--- src/rtl/parity_serial_sched_if.sv ---
// parity_serial_sched_if: request/grant and serial-parity bundle.
// PARITY_SCHED_CHECK_EN adds exp_odd / par_err.
interface parity_serial_sched_if #(
  parameter int NREQ  = 4,
  parameter int WIDTH = 8
);
  localparam int IW = (NREQ > 1) ? $clog2(NREQ) : 1;

  logic [NREQ-1:0]       req;
  logic [NREQ*WIDTH-1:0] data;
  logic [NREQ-1:0]       gnt;
  logic                  busy;
  logic                  ser_bit;
  logic                  ser_valid;
  logic                  done;
  logic [IW-1:0]         done_id;
  logic                  ones_odd;
  logic                  zeros_odd;
`ifdef PARITY_SCHED_CHECK_EN
  logic [NREQ-1:0]       exp_odd;
  logic                  par_err;
`endif

  modport master (
    output req, data,
`ifdef PARITY_SCHED_CHECK_EN
    output exp_odd,
    input  par_err,
`endif
    input  gnt, busy, ser_bit, ser_valid,
    input  done, done_id, ones_odd, zeros_odd
  );

  modport slave (
    input  req, data,
`ifdef PARITY_SCHED_CHECK_EN
    input  exp_odd,
    output par_err,
`endif
    output gnt, busy, ser_bit, ser_valid,
    output done, done_id, ones_odd, zeros_odd
  );
endinterface

--- src/rtl/parity_serial_sched.sv ---
// parity_serial_sched: round-robin shared bit-serial parity tracker.
// PARITY_SCHED_CHECK_EN adds a per-frame expected-parity check.
module parity_serial_sched #(
  parameter int NREQ  = 4,
  parameter int WIDTH = 8
) (
  input logic clk,
  input logic rst,
  parity_serial_sched_if.slave bus
);
  localparam int IW = (NREQ > 1) ? $clog2(NREQ) : 1;
  localparam int CW = $clog2(WIDTH);

  typedef enum logic [1:0] {
    IDLE,
    SHIFT,
    REPORT
  } state_t;

  state_t           state;
  logic [IW-1:0]    ptr;
  logic [IW-1:0]    win;
  logic [IW-1:0]    pick;
  logic [WIDTH-1:0] shreg;
  logic [CW-1:0]    cnt;
  logic             ones_acc;
  logic             zeros_acc;
  logic [NREQ-1:0]  gnt_q;
  logic             busy_q;
  logic             valid_q;
  logic             done_q;
  logic [IW-1:0]    done_id_q;
  logic             ones_q;
  logic             zeros_q;
  logic             bit_now;
`ifdef PARITY_SCHED_CHECK_EN
  logic             exp_q;
  logic             err_q;
`endif

  assign bit_now = shreg[0];

  // First set request at or after ptr, wrapping.
  always_comb begin
    pick = '0;
    for (int k = NREQ - 1; k >= 0; k--) begin
      if (bus.req[(int'(ptr) + k) % NREQ])
        pick = IW'((int'(ptr) + k) % NREQ);
    end
  end

  // Scheduler FSM with serializer and parity accumulators.
  always_ff @(posedge clk) begin
    if (rst) begin
      state     <= IDLE;
      ptr       <= '0;
      win       <= '0;
      shreg     <= '0;
      cnt       <= '0;
      ones_acc  <= 1'b0;
      zeros_acc <= 1'b0;
      gnt_q     <= '0;
      busy_q    <= 1'b0;
      valid_q   <= 1'b0;
      done_q    <= 1'b0;
      done_id_q <= '0;
      ones_q    <= 1'b0;
      zeros_q   <= 1'b0;
`ifdef PARITY_SCHED_CHECK_EN
      exp_q     <= 1'b0;
      err_q     <= 1'b0;
`endif
    end else begin
      unique case (state)
        IDLE: begin
          if (bus.req != '0) begin
            win       <= pick;
            gnt_q     <= {{(NREQ-1){1'b0}}, 1'b1} << pick;
            shreg     <= bus.data[int'(pick)*WIDTH +: WIDTH];
            cnt       <= '0;
            ones_acc  <= 1'b0;
            zeros_acc <= 1'b0;
            busy_q    <= 1'b1;
            valid_q   <= 1'b1;
            state     <= SHIFT;
`ifdef PARITY_SCHED_CHECK_EN
            exp_q     <= bus.exp_odd[pick];
`endif
          end
        end
        SHIFT: begin
          ones_acc  <= ones_acc ^ bit_now;
          zeros_acc <= zeros_acc ^ ~bit_now;
          shreg     <= shreg >> 1;
          cnt       <= cnt + 1'b1;
          if (cnt == CW'(WIDTH - 1)) begin
            ones_q    <= ones_acc ^ bit_now;
            zeros_q   <= zeros_acc ^ ~bit_now;
            valid_q   <= 1'b0;
            done_q    <= 1'b1;
            done_id_q <= win;
            state     <= REPORT;
`ifdef PARITY_SCHED_CHECK_EN
            err_q     <= (ones_acc ^ bit_now) != exp_q;
`endif
          end
        end
        REPORT: begin
          done_q <= 1'b0;
          gnt_q  <= '0;
          busy_q <= 1'b0;
          ptr    <= (win == IW'(NREQ - 1)) ? '0 : win + 1'b1;
          state  <= IDLE;
`ifdef PARITY_SCHED_CHECK_EN
          err_q  <= 1'b0;
`endif
        end
        default: state <= IDLE;
      endcase
    end
  end

  assign bus.gnt       = gnt_q;
  assign bus.busy      = busy_q;
  assign bus.ser_bit   = bit_now;
  assign bus.ser_valid = valid_q;
  assign bus.done      = done_q;
  assign bus.done_id   = done_id_q;
  assign bus.ones_odd  = ones_q;
  assign bus.zeros_odd = zeros_q;
`ifdef PARITY_SCHED_CHECK_EN
  assign bus.par_err   = err_q;
`endif
endmodule

--- src/flat_wrapper.sv ---
// flat-port wrapper written by rule: the top's interface ports become plain ports
module parity_serial_sched_flat 
#(
  parameter int NREQ  = 4,
  parameter int WIDTH = 8
)
  (clk, rst, bus_req, bus_data, bus_gnt, bus_busy, bus_ser_bit, bus_ser_valid, bus_done, bus_done_id, bus_ones_odd, bus_zeros_odd);
  parity_serial_sched_if #(.NREQ(NREQ), .WIDTH(WIDTH)) bus_i ();
  input logic clk;
  input logic rst;
  input wire logic [$bits(bus_i.req)-1:0] bus_req;
  input wire logic [$bits(bus_i.data)-1:0] bus_data;
  output wire logic [$bits(bus_i.gnt)-1:0] bus_gnt;
  output wire logic [$bits(bus_i.busy)-1:0] bus_busy;
  output wire logic [$bits(bus_i.ser_bit)-1:0] bus_ser_bit;
  output wire logic [$bits(bus_i.ser_valid)-1:0] bus_ser_valid;
  output wire logic [$bits(bus_i.done)-1:0] bus_done;
  output wire logic [$bits(bus_i.done_id)-1:0] bus_done_id;
  output wire logic [$bits(bus_i.ones_odd)-1:0] bus_ones_odd;
  output wire logic [$bits(bus_i.zeros_odd)-1:0] bus_zeros_odd;
  assign bus_i.req = bus_req;
  assign bus_i.data = bus_data;
  assign bus_gnt = bus_i.gnt;
  assign bus_busy = bus_i.busy;
  assign bus_ser_bit = bus_i.ser_bit;
  assign bus_ser_valid = bus_i.ser_valid;
  assign bus_done = bus_i.done;
  assign bus_done_id = bus_i.done_id;
  assign bus_ones_odd = bus_i.ones_odd;
  assign bus_zeros_odd = bus_i.zeros_odd;
  parity_serial_sched #(.NREQ(NREQ), .WIDTH(WIDTH)) u_core (.clk(clk), .rst(rst), .bus(bus_i));
endmodule
--- config.mk ---
export PLATFORM = sky130hd
export DESIGN_NAME = parity_serial_sched_flat
export DESIGN_NICKNAME = d
export VERILOG_FILES = /design/src/rtl/parity_serial_sched_if.sv /design/src/rtl/parity_serial_sched.sv /design/src/flat_wrapper.sv
export SDC_FILE = /design/constraint.sdc
export NUM_CORES = 1
export LEC_CHECK = 0
export ABC_AREA = 1
export CAP_MARGIN = 20
export CORE_UTILIZATION = 40
export DETAILED_ROUTE_END_ITERATION = 10
export PLACE_DENSITY = 0.72
export SLEW_MARGIN = 20
export SYNTH_ARGS = -nofsm -noshare
export SYNTH_HDL_FRONTEND = slang
export SYNTH_SLANG_ARGS = --single-unit
--- constraint.sdc ---
create_clock -name clk -period 1.52 [get_ports clk]
set_input_delay 0.304 -clock clk [delete_from_list [all_inputs] [get_ports clk]]
set_output_delay 0.304 -clock clk [all_outputs]
set_load 0.05 [all_outputs]
==> key figures <==
Global route
  – Vias in the first global route: 1,819
  – Largest net degree at the start of global routing: 26
  – Total grt overflow: 0
  – First-pass GRT wire length: 8.00 mm
  – Initial antenna violation count: 0
  – Total GRT Usage: 0.206

Power and ir drop
  – NetSw: 0.662 mW
  – Switching share of power: 0.304
  – Pleak: 1.24 nW
  – Maximum VDD drop: 337 µV
  – Cell-internal power: 1.51 mW
  – Seq pwr share: 0.401
  – Total power: 2.18 mW
  – Clock network power share: 0.306
  – Comb power frac: 0.293
  – Power Density: 749 nW/µm²

Floorplanning
  – Die ar.: 4840 µm²
  – Initial Util: 0.417
  – Die Y: 69.6 µm
  – Die Width: 69.6 µm
  – Row cnt: 24
  – Top Ports: 50
  – Core box area: 4380 µm²

Yosys
  – Area share of the largest cell type after synthesis: 0.329
  – Cell with the most instances after synthesis: nand2_1
  – Synthesized cell area: 1830 µm²
  – Seq cells post-synth: 30
  – Synth unique cells: 31
  – Post-synth EDFFs: 0
  – Primary FF master, synth: dfxtp_1
  – Mean Syn Cell Area: 7.31 µm²
  – Synth top cells by count: 41 x nand2_1, 40 x nand3_1, 30 x dfxtp_1, 28 x inv_1, 20 x a21oi_1
  – Synth area leader: dfxtp_1
  – Synth top area cells: dfxtp_1 33%, nand3_1 11%, nand2_1 8.4%
  – Synth warnings: 0
  – Async S/R FF share, synth: 0
  – Post-Synthesis Cells: 250
  – Syn Nets: 291
  – Register area share after synthesis: 0.329

CTS
  – Largest buffer count on any clock path: 2
  – CTS tree: yes
  – Clk Latency, worst-skew pair: 0.29 ns
  – Clock slew at reported path FFs: 0.07 ns
  – CTS Buf Count: 5
  – Root Buffer: clkbuf_8
  – Clock sinks: 30
  – H-tree depth: 2

Route
  – Met2 wire length: 2.31 mm
  – WL met3: 260 µm
  – DRT iter0 DRCs: 120
  – Final WL: 4.62 mm
  – First-pass DRT Iterations: 4
  – Top layer in use: met4
  – Antenna Nets Post-Route: 0
  – Via count: 1,873
  – M1 wire length: 2.02 mm
  – Routed len/inst: 12.2 µm
  – Vias per cell: 4.97
  – DRC viols: 0

Setup path
  – Worst EP required: 1.74 ns
  – Crit path kind: reg -> reg
  – Critical path arrival: 1.85 ns
  – R2R cell count: 12
  – Worst Setup EP: u_core.bus.gnt[1]
  – CP startpoint: u_core.ptr[0]
  – Worst setup SP type: register
  – R2R setup slack: -0.12 ns
  – CP Capture Type: register
  – Reg-to-reg startpoint: u_core.ptr[0]
  – Max FO, Critical Path: 9
  – Reg-to-Reg End: u_core.bus.gnt[1]

Placed design
  – Final HPWL DP: 3.29 mm
  – Routability Congestion: 0.781
  – Port-buffer cells: 49

Timing
  – Fin. Hold Viols: 0
  – Hold WS: 0.465 ns
  – Setup TNS after final layout: -1.11 ns
  – Slew Viols, Final: 0
  – Slew at the pin closest to its max-slew limit: 0.341 ns
  – Relative slew margins: 0.772
  – Fin worst setup slack: -0.119 ns
  – Fmax: 610 MHz
  – Final Setup Violations: 12
  – Clock Skew: 0.0103 ns
  – Period minus WS final: 1.64 ns
  – RSZ-0062 raised after global routing: true
  – Final period util: 1.08

Cells and area
  – Layout cells sized above 1: 0.351
  – Layout area overhead: 58.9%
  – N_diodes: 0
  – Fin util: 0.662
  – # nets final: 365

Min path
  – Hold path cells: 2
  – Worst Hold Launch: u_core.shreg[7]
  – Hold crit path type: reg -> reg

Job
  – Maxcap violations: 0

Status
  – Failing checks: setup timing
  – Status: complete, but fails checks
-- how the worst min path moves through the flow --
stage                      endpoint
floorplan             u_core.cnt[0]
global placement      u_core.cnt[2]
detailed placement  u_core.shreg[7]
CTS                 u_core.shreg[7]
global route        u_core.shreg[7]
finish              u_core.shreg[7]
-- layer usage --
metal | vias up | track usage
li1 | 973 | -
met1 | 840 | 0.247
met2 | 58 | 0.362
met3 | 2 | 0.0610
met4 | 0 | 0.0385
met5 | - | 0
-- worst max-delay path, stage by stage, from the launching register on --
cell and delay [ns]:
dfxtp_2 0.34, buf_12 0.13, inv_8 0.04, nand2_2 0.09, nand3_2 0.08, nand2_2 0.09
nand3_4 0.10, nand2_4 0.10, nand2_8 0.09, nand2_4 0.16, buf_4 0.14, nand3_1 0.07
a21oi_1 0.12
-- power by group through the flow --
stage	Combinational, mW	Clock (mW)	Sequential (mW)
6_report	0.637	0.666	0.873
5_1_grt	0.689	0.728	0.879
4_1_cts	0.624	0.674	0.873
3_5_place_dp	0.596	0	0.889
3_3_place_gp	0.589	0	0.888
2_1_floorplan	0.300	0	0.922
-- state kept, by name, indices dropped and copies added (netlist names), 2 cells and up --
| signal | flops |
|---|---|
| u_core.bus.gnt | 4 |
| u_core.ptr | 2 |
| u_core.cnt | 3 |
| u_core.win | 2 |
| u_core.shreg | 8 |
| u_core.bus.done_id | 2 |
| u_core.state | 2 |
-- timing repair --
action	in CTS	in global routing
hold buffers	0	0
setup buffers	3	0
setup endpoints to repair	13	13
pin swaps	11	4
cloned	3	0
gates resized for setup	20	5
-- placed cells by master, fill, tap and decap left out --
cell             count
clkdlybuf4s50_1     33
buf_4               18
xor2_1               1
a21oi_2              5
nand2_4              7
dlygate4sd2_1        4
nand4_1              1
inv_1               25
a22oi_2              2
inv_2                7
nand2_8              2
or2_1                1
clkbuf_8             6
nand3_1             33
dfxtp_1             28
clkinvlp_4           1
nand2_2             18
o21ai_2              1
o21ai_0              8
nand3_2             18
ha_1                 3
nand2_1             37
a21oi_1             20
inv_6                1
clkinv_4             1
inv_8                1
nand3_4              3
nor2_1              11
xnor2_1              1
o22ai_1              5
nor2_4               1
dfxtp_2              2
buf_6                3
clkinv_2             1
buf_12              16
-- metrics by stage --
step | std cells | instance area [µm²] | worst slack [ns]
CTS | 377 | 2880 | -0.122
detailed placement | 363 | 2690 | -0.515
floorplan | 250 | 1880 | -0.00912
global placement | 363 | 2690 | -0.451
global route | 377 | 2900 | -0.240
finish | 377 | 2900 | -0.119
-- cell type report --
class	count	area, µm²
timing repair buffer	74	855
clock buffer	6	82.6
inverter	35	149
multi-input combinational	178	1140
clock inverter	2	12.5
fill	349	1480
sequential	30	603
tap	52	65.1
-- kinds of logic after synthesis --
| kind of cell | after synthesis | synth area share |
|---|---|---|
| xor gates and xnor gates | 2 | 0.00958 |
| adders and majority gates | 3 | 0.0205 |
| and+or+nand+nor | 129 | 0.395 |
| AOI/OAI and AO/OA | 41 | 0.129 |
| DFF | 30 | 0.329 |
| buffers and inverters | 45 | 0.118 |
(Power assumes the default switching activity.)
